[config.mk]
export PLATFORM = sky130hd
export DESIGN_NAME = rgb_sram_streamer
export DESIGN_NICKNAME = d
export VERILOG_FILES = /design/src/rtl/rgb_sram_streamer.sv
export SDC_FILE = /design/constraint.sdc
export NUM_CORES = 1
export LEC_CHECK = 0
export CORE_ASPECT_RATIO = 1.1
export CORE_MARGIN = 5
export CORE_UTILIZATION = 58
export DETAILED_ROUTE_END_ITERATION = 12
export GPL_ROUTABILITY_DRIVEN = 0
export PLACE_DENSITY = 0.8
export SLEW_MARGIN = 20
export SYNTH_ARGS = -nofsm -noshare
export SYNTH_HDL_FRONTEND = slang
export SYNTH_SLANG_ARGS = --single-unit
[constraint.sdc]
create_clock -name Clock -period 3.7 [get_ports Clock]
set_clock_uncertainty 0.15 [all_clocks]
set_input_delay 0.37 -clock Clock [delete_from_list [all_inputs] [get_ports Clock]]
set_output_delay 0.37 -clock Clock [all_outputs]
set_load 0.1 [all_outputs]
[src/rtl/rgb_sram_streamer.sv]
`default_nettype none
// ============================================================================
//  Module   : rgb_sram_streamer
//  Purpose  : Reads the packed RGB frame from external SRAM (3 words hold
//             2 pixels) and streams it out as 24-bit pixels over a
//             valid/ready handshake. A small word FIFO absorbs the 2-cycle
//             SRAM read latency so reads can be issued back to back.
//  Ports    : Clock, Reset (async, active-high), Start
//             SRAM_address / SRAM_read_data / SRAM_we_n : read-only SRAM port
//             Pixel_valid / Pixel_ready / Pixel_R,G,B  : pixel stream
//             Busy (frame in progress), Done (one-cycle end-of-frame pulse)
//  Revision : 1.0 - initial release
// ============================================================================
module rgb_sram_streamer #(
    parameter logic [17:0] RGB_BASE_ADDRESS = 18'd146944,
    parameter int          PIXEL_COUNT      = 76800,
    parameter int          FIFO_DEPTH       = 4
) (
    input  logic        Clock,
    input  logic        Reset,
    input  logic        Start,
    output logic [17:0] SRAM_address,
    input  logic [15:0] SRAM_read_data,
    output logic        SRAM_we_n,
    output logic        Pixel_valid,
    input  logic        Pixel_ready,
    output logic [7:0]  Pixel_R,
    output logic [7:0]  Pixel_G,
    output logic [7:0]  Pixel_B,
    output logic        Busy,
    output logic        Done
);

    localparam int WORD_COUNT = PIXEL_COUNT * 3 / 2;
    localparam int WCNT_W     = $clog2(WORD_COUNT + 1);
    localparam int PCNT_W     = $clog2(PIXEL_COUNT + 1);
    localparam int PTR_W      = (FIFO_DEPTH > 1) ? $clog2(FIFO_DEPTH) : 1;
    localparam int OCC_W      = $clog2(FIFO_DEPTH + 1);

    localparam logic [WCNT_W-1:0] WORD_TOTAL = WCNT_W'(WORD_COUNT);
    localparam logic [WCNT_W-1:0] LAST_WORD  = WCNT_W'(WORD_COUNT - 1);
    localparam logic [PCNT_W-1:0] LAST_PIXEL = PCNT_W'(PIXEL_COUNT - 1);
    localparam logic [PTR_W-1:0]  LAST_SLOT  = PTR_W'(FIFO_DEPTH - 1);
    localparam logic [OCC_W:0]    DEPTH_EXT  = (OCC_W + 1)'(FIFO_DEPTH);

    localparam logic [1:0] S_IDLE  = 2'd0;
    localparam logic [1:0] S_RUN   = 2'd1;
    localparam logic [1:0] S_DRAIN = 2'd2;
    localparam logic [1:0] S_DONE  = 2'd3;

    logic [1:0]        state;
    logic [WCNT_W-1:0] word_cnt;
    logic [PCNT_W-1:0] pix_cnt;
    logic              phase;      // 0: next pixel is the even one of its group
    logic [1:0]        issue_sr;   // [0]: issued last cycle, [1]: data on the bus now

    logic [15:0]       fifo_mem [FIFO_DEPTH];
    logic [PTR_W-1:0]  rd_ptr;
    logic [PTR_W-1:0]  wr_ptr;
    logic [OCC_W-1:0]  occ;

    logic              issue;
    logic              wr;
    logic [OCC_W:0]    pending;
    logic [OCC_W-1:0]  avail;
    logic [OCC_W-1:0]  pop_cnt;
    logic [PTR_W-1:0]  rd_ptr1;
    logic [15:0]       head;
    logic [15:0]       head1;
    logic              accept;
    logic              load;
    logic              last_accept;

    function automatic logic [PTR_W-1:0] next_ptr(input logic [PTR_W-1:0] p);
        return (p == LAST_SLOT) ? '0 : p + PTR_W'(1);
    endfunction

    // Issue decision uses only registered state, so Pixel_ready never reaches
    // SRAM_address combinationally. Counting in-flight reads against free
    // FIFO slots guarantees every returning word has a place to land.
    assign pending = {1'b0, occ} + (OCC_W + 1)'(issue_sr[0]) + (OCC_W + 1)'(issue_sr[1]);
    assign issue   = (state == S_RUN) && (pending < DEPTH_EXT) && (word_cnt < WORD_TOTAL);
    assign wr      = issue_sr[1];

    // The word arriving this cycle counts as available and is bypassed
    // straight to the unpacker, saving a cycle of start-up latency.
    assign avail   = occ + OCC_W'(wr);
    assign rd_ptr1 = next_ptr(rd_ptr);
    assign head    = (occ != '0)       ? fifo_mem[rd_ptr]  : SRAM_read_data;
    assign head1   = (occ > OCC_W'(1)) ? fifo_mem[rd_ptr1] : SRAM_read_data;

    assign accept      = Pixel_valid && Pixel_ready;
    assign last_accept = accept && (pix_cnt == LAST_PIXEL);
    // Both pixel phases look at two words; even pops one (keeps the shared
    // middle word at the head), odd pops two.
    assign load        = (avail >= OCC_W'(2)) && (!Pixel_valid || accept);
    assign pop_cnt     = load ? (phase ? OCC_W'(2) : OCC_W'(1)) : '0;

    always_ff @(posedge Clock) begin
        if (wr) begin
            fifo_mem[wr_ptr] <= SRAM_read_data;
        end
    end

    always_ff @(posedge Clock or posedge Reset) begin
        if (Reset) begin
            state        <= S_IDLE;
            word_cnt     <= '0;
            pix_cnt      <= '0;
            phase        <= 1'b0;
            issue_sr     <= 2'b00;
            rd_ptr       <= '0;
            wr_ptr       <= '0;
            occ          <= '0;
            SRAM_address <= RGB_BASE_ADDRESS;
            SRAM_we_n    <= 1'b1;
            Pixel_valid  <= 1'b0;
            Pixel_R      <= 8'd0;
            Pixel_G      <= 8'd0;
            Pixel_B      <= 8'd0;
            Busy         <= 1'b0;
            Done         <= 1'b0;
        end else begin
            SRAM_we_n <= 1'b1;
            issue_sr  <= {issue_sr[0], issue};
            Done      <= last_accept;

            // Word FIFO bookkeeping
            if (wr) begin
                wr_ptr <= next_ptr(wr_ptr);
            end
            if (load) begin
                rd_ptr <= phase ? next_ptr(rd_ptr1) : rd_ptr1;
            end
            occ <= occ + OCC_W'(wr) - pop_cnt;

            // Output register
            if (load) begin
                Pixel_valid <= 1'b1;
                phase       <= ~phase;
                if (!phase) begin
                    {Pixel_R, Pixel_G, Pixel_B} <= {head, head1[15:8]};
                end else begin
                    {Pixel_R, Pixel_G, Pixel_B} <= {head[7:0], head1};
                end
            end else if (accept) begin
                Pixel_valid <= 1'b0;
            end

            if (accept) begin
                pix_cnt <= pix_cnt + PCNT_W'(1);
            end
            if (issue) begin
                word_cnt <= word_cnt + WCNT_W'(1);
            end

            // Address: advances only on issue; parked at base outside a frame.
            if (last_accept || state == S_DONE || state == S_IDLE) begin
                SRAM_address <= RGB_BASE_ADDRESS;
            end else if (issue) begin
                SRAM_address <= SRAM_address + 18'd1;
            end

            case (state)
                S_IDLE: begin
                    if (Start) begin
                        state <= S_RUN;
                        Busy  <= 1'b1;
                    end
                end
                S_RUN: begin
                    if (issue && word_cnt == LAST_WORD) begin
                        state <= S_DRAIN;
                    end
                end
                S_DRAIN: begin
                    if (last_accept) begin
                        state <= S_DONE;
                        Busy  <= 1'b0;
                    end
                end
                S_DONE: begin
                    state <= S_IDLE;
                end
                default: state <= S_IDLE;
            endcase

            // Frame counters clear as the frame ends.
            if (last_accept) begin
                word_cnt <= '0;
                pix_cnt  <= '0;
                phase    <= 1'b0;
            end
        end
    end

endmodule
`default_nettype wire

==> results of run 1 <==
==> power groups by stage <==
stage / clock network (µW) / registers [µW] / logic [µW]
after floorplan: 0 / 3140 / 1580
after global placement: 0 / 2240 / 3220
after detailed placement: 0 / 2260 / 3310
after CTS: 1800 / 2230 / 3340
after global routing: 1880 / 2260 / 3530
final: 1790 / 2230 / 3340
==> cell type report <==
cell class              instances  area (µm²)
multi-input cells             389        3110
well taps                     157         196
flip-flops and latches        155        4210
inverters                      20        77.6
repair buffers                 75         748
clock buffers                  22         454
clock inverters                10         146
fillers                       809        3700
==> registers in the layout, summed over array words and instances (netlist names) <==
signal and flops:
Pixel_R 8, occ 3, word_cnt 17, phase 1, Pixel_G 8, Pixel_B 8, rd_ptr 2, Done 1
state 2, SRAM_address 18, wr_ptr 2, pix_cnt 17, issue_sr 2, fifo_mem 64, Busy 1, Pixel_valid 1
==> logic make-up (layout without fill, tap and decap cells) <==
family                     after synthesis  after routing  share of synthesized area (%)
buffers and inverters                   50            127                           2.76
AOI/OAI and AO/OA                       73             73                           6.87
DFF                                    155            155                           56.0
muxes                                   60             60                           13.4
and+or+nand+nor                        199            199                           13.5
adders and majority gates               16             16                           2.76
xor gates and xnor gates                40             40                           4.66
other                                    1              1                         0.0499
==> Yosys cell counts, drive strengths merged (2+ instances only) <==
cell type and instances:
dfrtp 85, edfxtp 64, nand2 63, nor2 39, mux4 32, xor2 30
mux2i 24, nand4 23, inv 20, a21oi 19, clkbuf 19, and3 16
nand3 16, ha 15, o221ai 14, buf 11, o21ai 11, and2 10
xnor2 10, a211o 7, a21boi 7, and4 7, dfstp 6, nor3 5
mux2 4, or3 4, or4 4, a21o 3, o31ai 3, a221oi 2
nand2b 2, nor4 2, nor4b 2
==> stage by stage <==
| step | area (µm²) | cells | power (µW) | hold WS, ps | utilization, % |
|---|---|---|---|---|---|
| 2_1_floorplan | 7520 | 594 | 4730 | 204 | - |
| 3_3_place_gp | 8340 | 796 | 5460 | 226 | 66.0 |
| 3_5_place_dp | 8340 | 796 | 5570 | 218 | 66.0 |
| 4_1_cts | 8940 | 828 | 7380 | 240 | 70.7 |
| 5_1_grt | 8940 | 828 | 7670 | 249 | 70.7 |
| 6_report | 8940 | 828 | 7360 | 236 | 70.7 |
==> layer usage <==
layer  wire, µm  part of all wire (%)  global-route usage (%)  vias to the layer above
met5          0                     0                       0                        -
met1       6790                    40                    28.4                     2651
met3        993                   5.8                    5.54                       41
li1           -                     -                       -                     2345
met4        481                   2.8                    9.07                        0
met2       8760                    51                    40.5                      196
==> how the worst min path moves through the flow <==
stage                  endpoint  slack, ps  depth (start not counted)
finish              issue_sr[1]        240                          0
global route        issue_sr[1]        250                          0
CTS                 issue_sr[1]        240                          0
detailed placement  issue_sr[1]        220                          0
global placement    issue_sr[1]        230                          0
floorplan           issue_sr[1]        200                          0
==> worst register-to-register path, stage by stage (launching register included) <==
cell and delay (ps):
dfrtp_1 450, ha_1 260, ha_1 200, xor2_1 290, nor2_1 120, nor2b_1 250, nand2_1 410, inv_1 260
fa_1 440, inv_1 60
==> reports/metrics.yaml, run 1 <==
status: "finished, final reports clean"
post_cts_buffers: 0
cellPowerDensity_nw_per_um2: 823
tightest_slew_ps: 988
n_antenna_cell: 0
internal_power_uw: 4300
fmax_mhz: 342
r2r_start: "issue_sr[1]"
die_area_um2: 15300
path_cells: "ha_1, ha_1, xor2_1, nor2_1, nor2b_1, nand2_1, inv_1, fa_1, inv_1"
cts_resized: 0
syn_nets: 630
routed_wirelength_um: 17000
worst-path-stages: 9
synthesis.area_um2: 7520
drive_gt1_share_pct: 12.8
r2r-end: "occ[1]"
die_h_um: 129
path_clk_slew_ps: 60
fp.coreArea_um2: 12600
setup-tns-final_ps: 0
io_buffers: 64
slew-limit-headroom_pct: 33.9
drtAntennaViolNets: 0
drv_cap: 0
grt_usage_pct: 23.3
crit_path_start_kind: "flop"
power_frac_seq_pct: 30.4
critPathMaxFanout: 15
synthArstFlopShare_pct: 58.7
synthTopCellsByArea: "dfrtp_1 (28%), edfxtp_1 (26%), mux4_2 (9.6%)"
dp_worst_setup_slack_ps: 828
crit_path_end: "occ[1]"
period_share_pct: 79.1
grt_overflow: 0
rsz0062_at_grt: "false"
hp-class: "flop to flop"
fin_crit_ps: 2930
numCtsBuffers: 17
drc: 0
die_x_um: 119
p_sw_share_pct: 41.6
cp_top_family: "adder cells"
grt_pass1_wl_um: 28200
setup_slack_ps: 774
slowest_stage: "dfrtp_1"
synth_seq_cells: 155
hpwl_um: 11300
synth.distinct_cells: 58
cts_tree: "done"
p_clk_share_pct: 24.3
synth_largest_area_cell: "dfrtp_1"
initial_core_util_pct: 59.5
via_per_inst: 6.32
grt_max_degree: 56
synth_edf_count: 64
wire_per_inst_um: 20.6
r2r.worst_path.cells: 9
setup_viol: 0
path_buf_inv: 2
worstSetupPathType: "flop to flop"
synth.top_cell.area_share_pct: 28.3
hold_viol_final: 0
root_buffer: "clkbuf_16"
arrival_ps: 3140
p_sw_uw: 3060
mostFrequentLayoutCells: "dfrtp_1 (85), edfxtp_1 (64), clkdlybuf4s50_1 (64)"
htreeDepth: 4
antenna_found_initial: 0
dr_total_vias: 5233
grt_pass1_vias: 5461
hold_start: "issue_sr[0]"
clk_latency_ps: 420
combPwrFrac_pct: 45.3
area_delta_synth_final_pct: 18.9
reg2reg_setup_slack_ps: 770
maxSlewViolCount: 0
clockBufferDepth: 2
yosysWarnings: 0
rows: 43
final_net_count: 694
cts_sinks: 155
num_io_pins: 66
synth_flop_cell: "dfrtp_1"
p_leak_uw: 0.00351
final_common_cell: "dfrtp_1"
cpPeakStageDelay_ps: 450
seq_area_frac_synth_pct: 56.0
dr.pass1.iters: 5
synth_area_per_cell_um2: 12.7
critPathLaunch: "issue_sr[1]"
cp-end-kind: "flop"
postCtsHoldBufs: 0
cp.required_ps: 3910
vdd_drop_max_uv: 1050
synth_cells: 594
drtIter0Drc: 439
(Power assumes the default switching activity.)
==> run 2: changes to the inputs <==
--- a/config.mk
+++ b/config.mk
@@ -7,10 +7,10 @@
 export LEC_CHECK = 0
 export CORE_ASPECT_RATIO = 1.1
 export CORE_MARGIN = 5
-export CORE_UTILIZATION = 58
+export CORE_UTILIZATION = 52
 export DETAILED_ROUTE_END_ITERATION = 12
 export GPL_ROUTABILITY_DRIVEN = 0
-export PLACE_DENSITY = 0.8
+export PLACE_DENSITY = 0.76
 export SLEW_MARGIN = 20
 export SYNTH_ARGS = -nofsm -noshare
 export SYNTH_HDL_FRONTEND = slang
==> constraint.sdc (replaced) <==
create_clock -name Clock -period 2.5 [get_ports Clock]
set_clock_uncertainty 0.15 [all_clocks]
set_input_delay 0.25 -clock Clock [delete_from_list [all_inputs] [get_ports Clock]]
set_output_delay 0.25 -clock Clock [all_outputs]
set_load 0.1 [all_outputs]
==> run 2 against run 1 <==
Effect of this change:
- design area increased by 1.8%
- critical path depth decreased by 2
- global-route usage down 1.6 points
- final cell count rose by 6.4%
- worst hold slack worse by 130 ps
- largest power group unchanged
- sequential power grew 48%
==> reports/metrics.yaml, run 2 (synthesis results as in run 1) <==
drv_cap: 0
path_cells: "ha_2, a21o_1, a211oi_2, buf_4, nand3_1, or3_1, a21oi_1"
crit_path_start_kind: "flop"
cts_sinks: 155
final_util_pct: 63.5
biggestRegsByFlops: "fifo_mem (64), SRAM_address (18)"
grt_pass1_vias: 5558
final_common_cell: "dfrtp_1"
final_net_count: 712
rsz0062_at_grt: "false"
arrival_ps: 2550
dr_total_vias: 5314
placed_cell_area_um2: 8470
p_leak_uw: 0.00366
fmax_mhz: 426
cpPeakStageDelay_ps: 400
antenna_found_initial: 0
num_io_pins: 66
cp_top_family: "compound AO/OA/AOI/OAI gates"
reg2reg_setup_slack_ps: 150
grt_usage_pct: 21.7
hold_viol_final: 0
dp_worst_setup_slack_ps: 180
vdd_drop_max_uv: 841
hp-class: "input port to async pin"
tightest_slew_ps: 727
wire_per_inst_um: 20.1
htreeDepth: 4
period_share_pct: 94.0
cellPowerDensity_nw_per_um2: 1230
drc: 0
grt_max_degree: 37
maxSlewViolCount: 0
fp.coreArea_um2: 14300
r2r-end: "SRAM_address[16]"
die_x_um: 125
initial_core_util_pct: 52.5
r2r_start: "occ[0]"
r2r.worst_path.cells: 7
numCtsBuffers: 17
dp.cells: 849
largest_reg_flops: 64
mostFrequentLayoutCells: "dfrtp_1 (84), buf_4 (71), edfxtp_1 (64)"
io_buffers: 64
status: "finished, final reports clean"
rows: 46
area_delta_synth_final_pct: 21.1
setup-tns-final_ps: 0
worstSetupPathType: "flop to flop"
clockBufferDepth: 2
postCtsHoldBufs: 0
root_buffer: "clkbuf_16"
via_per_inst: 6.03
drive_gt1_share_pct: 22.8
cts_resized: 0
slew-limit-headroom_pct: 51.2
routed_wirelength_um: 17700
path_buf_inv: 1
die_area_um2: 17000
cp.required_ps: 2700
clk_latency_ps: 430
grt_pass1_wl_um: 28700
fin_crit_ps: 2350
fin_cells: 881
drtIter0Drc: 316
top_register: "fifo_mem"
cp-end-kind: "flop"
path_clk_slew_ps: 60
grt_overflow: 0
cts_tree: "done"
dr.pass1.iters: 4
n_antenna_cell: 0
slowest_stage: "dfrtp_1"
hpwl_um: 11900
post_cts_buffers: 0
drtAntennaViolNets: 0
critPathMaxFanout: 28
setup_slack_ps: 151
finalInstanceArea_um2: 9100
die_h_um: 136
setup_viol: 0
## run 2: cell types whose count changed in the layout (fill, tap and decap cells not counted), moves of 2 or more
cell             delta
buf_4              +62
clkdlybuf4s50_1    -45
clkbuf_1            -3
clkinvlp_4          +4
clkinv_2            -2
ha_1                -3
ha_2                +2
## run 2: how the worst max path moves through the flow
stage                             to  depth (start not counted)  slack, ps   startpoint
floorplan                     occ[2]                         11       -100  issue_sr[1]
global placement            state[1]                          6        240  Pixel_ready
detailed placement          state[1]                          6        180  Pixel_ready
CTS                 SRAM_address[16]                          7        180       occ[0]
global route        SRAM_address[16]                          7         40       occ[0]
finish              SRAM_address[16]                          7        150       occ[0]
## run 2: routing by layer
metal	routed length (µm)	global-route usage, %
met4	543	10.1
met5	0	0
met3	837	4.87
met2	9490	39.8
met1	6870	24.0
## run 2: per-stage QoR
| stage | hold WS, ps | power [µW] |
|---|---|---|
| detailed placement | 231 | 8410 |
| global route | 153 | 11600 |
| CTS | 98.3 | 11200 |
| finish | 101 | 11200 |
| floorplan | 199 | 7090 |
| global placement | 225 | 8270 |
## run 2: where the power goes
part           total (µW)  internal (µW)  switching (µW)
Clock                2760           1750            1010
Sequential           3300           2990             311
Combinational        5090           1760            3330
## run 2: area by class of cell
type | count | area, µm²
tap | 192 | 240
sequential | 155 | 4210
inverter | 20 | 78.8
multi-input combinational | 389 | 3160
clock inverter | 14 | 201
clock buffer | 18 | 429
timing repair buffer | 93 | 783
fill | 1078 | 5230
==> run 3: changes to the inputs <==
--- a/config.mk
+++ b/config.mk
@@ -5,12 +5,13 @@
 export SDC_FILE = /design/constraint.sdc
 export NUM_CORES = 1
 export LEC_CHECK = 0
+export ABC_CLOCK_PERIOD_IN_PS = 2500
 export CORE_ASPECT_RATIO = 1.1
 export CORE_MARGIN = 5
-export CORE_UTILIZATION = 52
+export CORE_UTILIZATION = 46
 export DETAILED_ROUTE_END_ITERATION = 12
 export GPL_ROUTABILITY_DRIVEN = 0
-export PLACE_DENSITY = 0.76
+export PLACE_DENSITY = 0.68
 export SLEW_MARGIN = 20
 export SYNTH_ARGS = -nofsm -noshare
 export SYNTH_HDL_FRONTEND = slang
==> run 3 against run 2 <==
Effect of this change:
- setup slack improved by 35 ps
- global-route usage decreased by 3.2 points
- total power decreased by 3.1%
- clock power decreased by 9.1%
- sequential power about the same
- critical path depth decreased by 1
==> reports/metrics.yaml, run 3 (synthesis results as in run 1) <==
vdd_drop_max_uv: 667
cts_tree: "done"
finalPower_uw: 10800
cts_resized: 0
cts_sinks: 155
seqCellArea_um2: 4210
grt_pass1_vias: 5476
grt_overflow: 0
p_leak_uw: 0.00365
htreeDepth: 4
setup-tns-final_ps: 0
fmax_mhz: 432
grt_usage_pct: 18.5
biggestRegsByFlops: "fifo_mem (64), SRAM_address (18)"
cellPowerDensity_nw_per_um2: 1190
cpPeakStageDelay_ps: 540
arrival_ps: 2510
final_common_cell: "dfrtp_1"
drc: 0
dr.pass1.iters: 4
period_share_pct: 92.6
whs_ps: 11.1
cp-end-kind: "flop"
grt_pass1_wl_um: 27800
slew-limit-headroom_pct: 58.6
crit_path_start_kind: "flop"
n_antenna_cell: 0
via_per_inst: 5.75
drv_cap: 0
rsz0062_at_grt: "false"
worstSetupPathType: "flop to flop"
grt_max_degree: 38
path_clk_slew_ps: 60
area_delta_synth_final_pct: 21.1
critPathMaxFanout: 7
drive_gt1_share_pct: 23.6
setup_slack_ps: 186
maxSlewViolCount: 0
tightest_slew_ps: 617
initial_core_util_pct: 46.4
final_util_pct: 56.2
clk_latency_ps: 430
path_buf_inv: 0
setup_viol: 0
hp-class: "input port to async pin"
rows: 49
path_cells: "ha_2, a21o_1, a211oi_2, nand2_1, or4_1, a21oi_1"
fillCellCount: 1351
mostFrequentLayoutCells: "dfrtp_1 (84), buf_4 (73), edfxtp_1 (64)"
dr_total_vias: 5153
numCtsBuffers: 17
final_net_count: 715
slowest_stage: "or4_1"
fp.coreArea_um2: 16200
die_x_um: 132
routed_wirelength_um: 16900
multi_input_area_um2: 3160
hpwl_um: 11700
largest_reg_flops: 64
io_buffers: 64
antenna_found_initial: 0
status: "finished, final reports clean"
top_register: "fifo_mem"
dp_worst_setup_slack_ps: 197
postCtsHoldBufs: 0
die_area_um2: 19000
drtIter0Drc: 350
root_buffer: "clkbuf_16"
fin_crit_ps: 2310
clockBufferDepth: 2
cp.required_ps: 2700
hold_viol_final: 0
post_cts_buffers: 0
drtAntennaViolNets: 0
cp_top_family: "simple AND/OR/NAND/NOR gates"
num_io_pins: 66
die_h_um: 144
wire_per_inst_um: 18.9
[run 3: worst paths after layout]
path | start | slack (ps) | endpoint | depth (start not counted)
max | occ[0] | 190 | word_cnt[11] | 6
min in group Clock | issue_sr[0] | 240 | issue_sr[1] | 0
max in group asynchronous | Reset | 1590 | SRAM_address[12] | 3
max reg2reg | occ[0] | 190 | word_cnt[11] | 6
min | Reset | 10 | pix_cnt[8] | 2
min reg2reg | issue_sr[0] | 240 | issue_sr[1] | 0
[run 3: layout make-up]
class,instances,area share [%]
flip-flops and latches,155,46.2
multi-input cells,389,34.8
repair buffers,96,8.99
clock buffers,18,4.72
well taps,204,2.80
clock inverters,14,1.62
inverters,20,0.866
[run 3: metal layers]
layer,vias to the layer above,GRT usage [%],wire length [µm]
li1,2387,-,-
met1,2624,22.5,7070
met2,112,32.5,8920
met3,30,3.58,564
met4,0,7.74,350
met5,-,0,0
[run 3: per-stage QoR]
stage / cells / cell area (µm²)
2_1_floorplan: 594 / 7600
3_3_place_gp: 864 / 8520
3_5_place_dp: 864 / 8520
4_1_cts: 896 / 9100
5_1_grt: 896 / 9100
6_report: 896 / 9100
[run 3: where the power goes]
part | internal, µW | leakage, µW | total [µW] | switching, µW
logic | 1790 | 0.00173 | 5020 | 3240
registers | 2990 | 0.00166 | 3280 | 292
clock network | 1470 | 0.000270 | 2510 | 1040
total | 6240 | 0.00365 | 10800 | 4570
[run 3: worst register-to-register path: stages, from the launching register on]
cell,delay (ps)
dfrtp_1,410
ha_2,300
a21o_1,170
a211oi_2,290
nand2_1,210
or4_1,540
a21oi_1,170
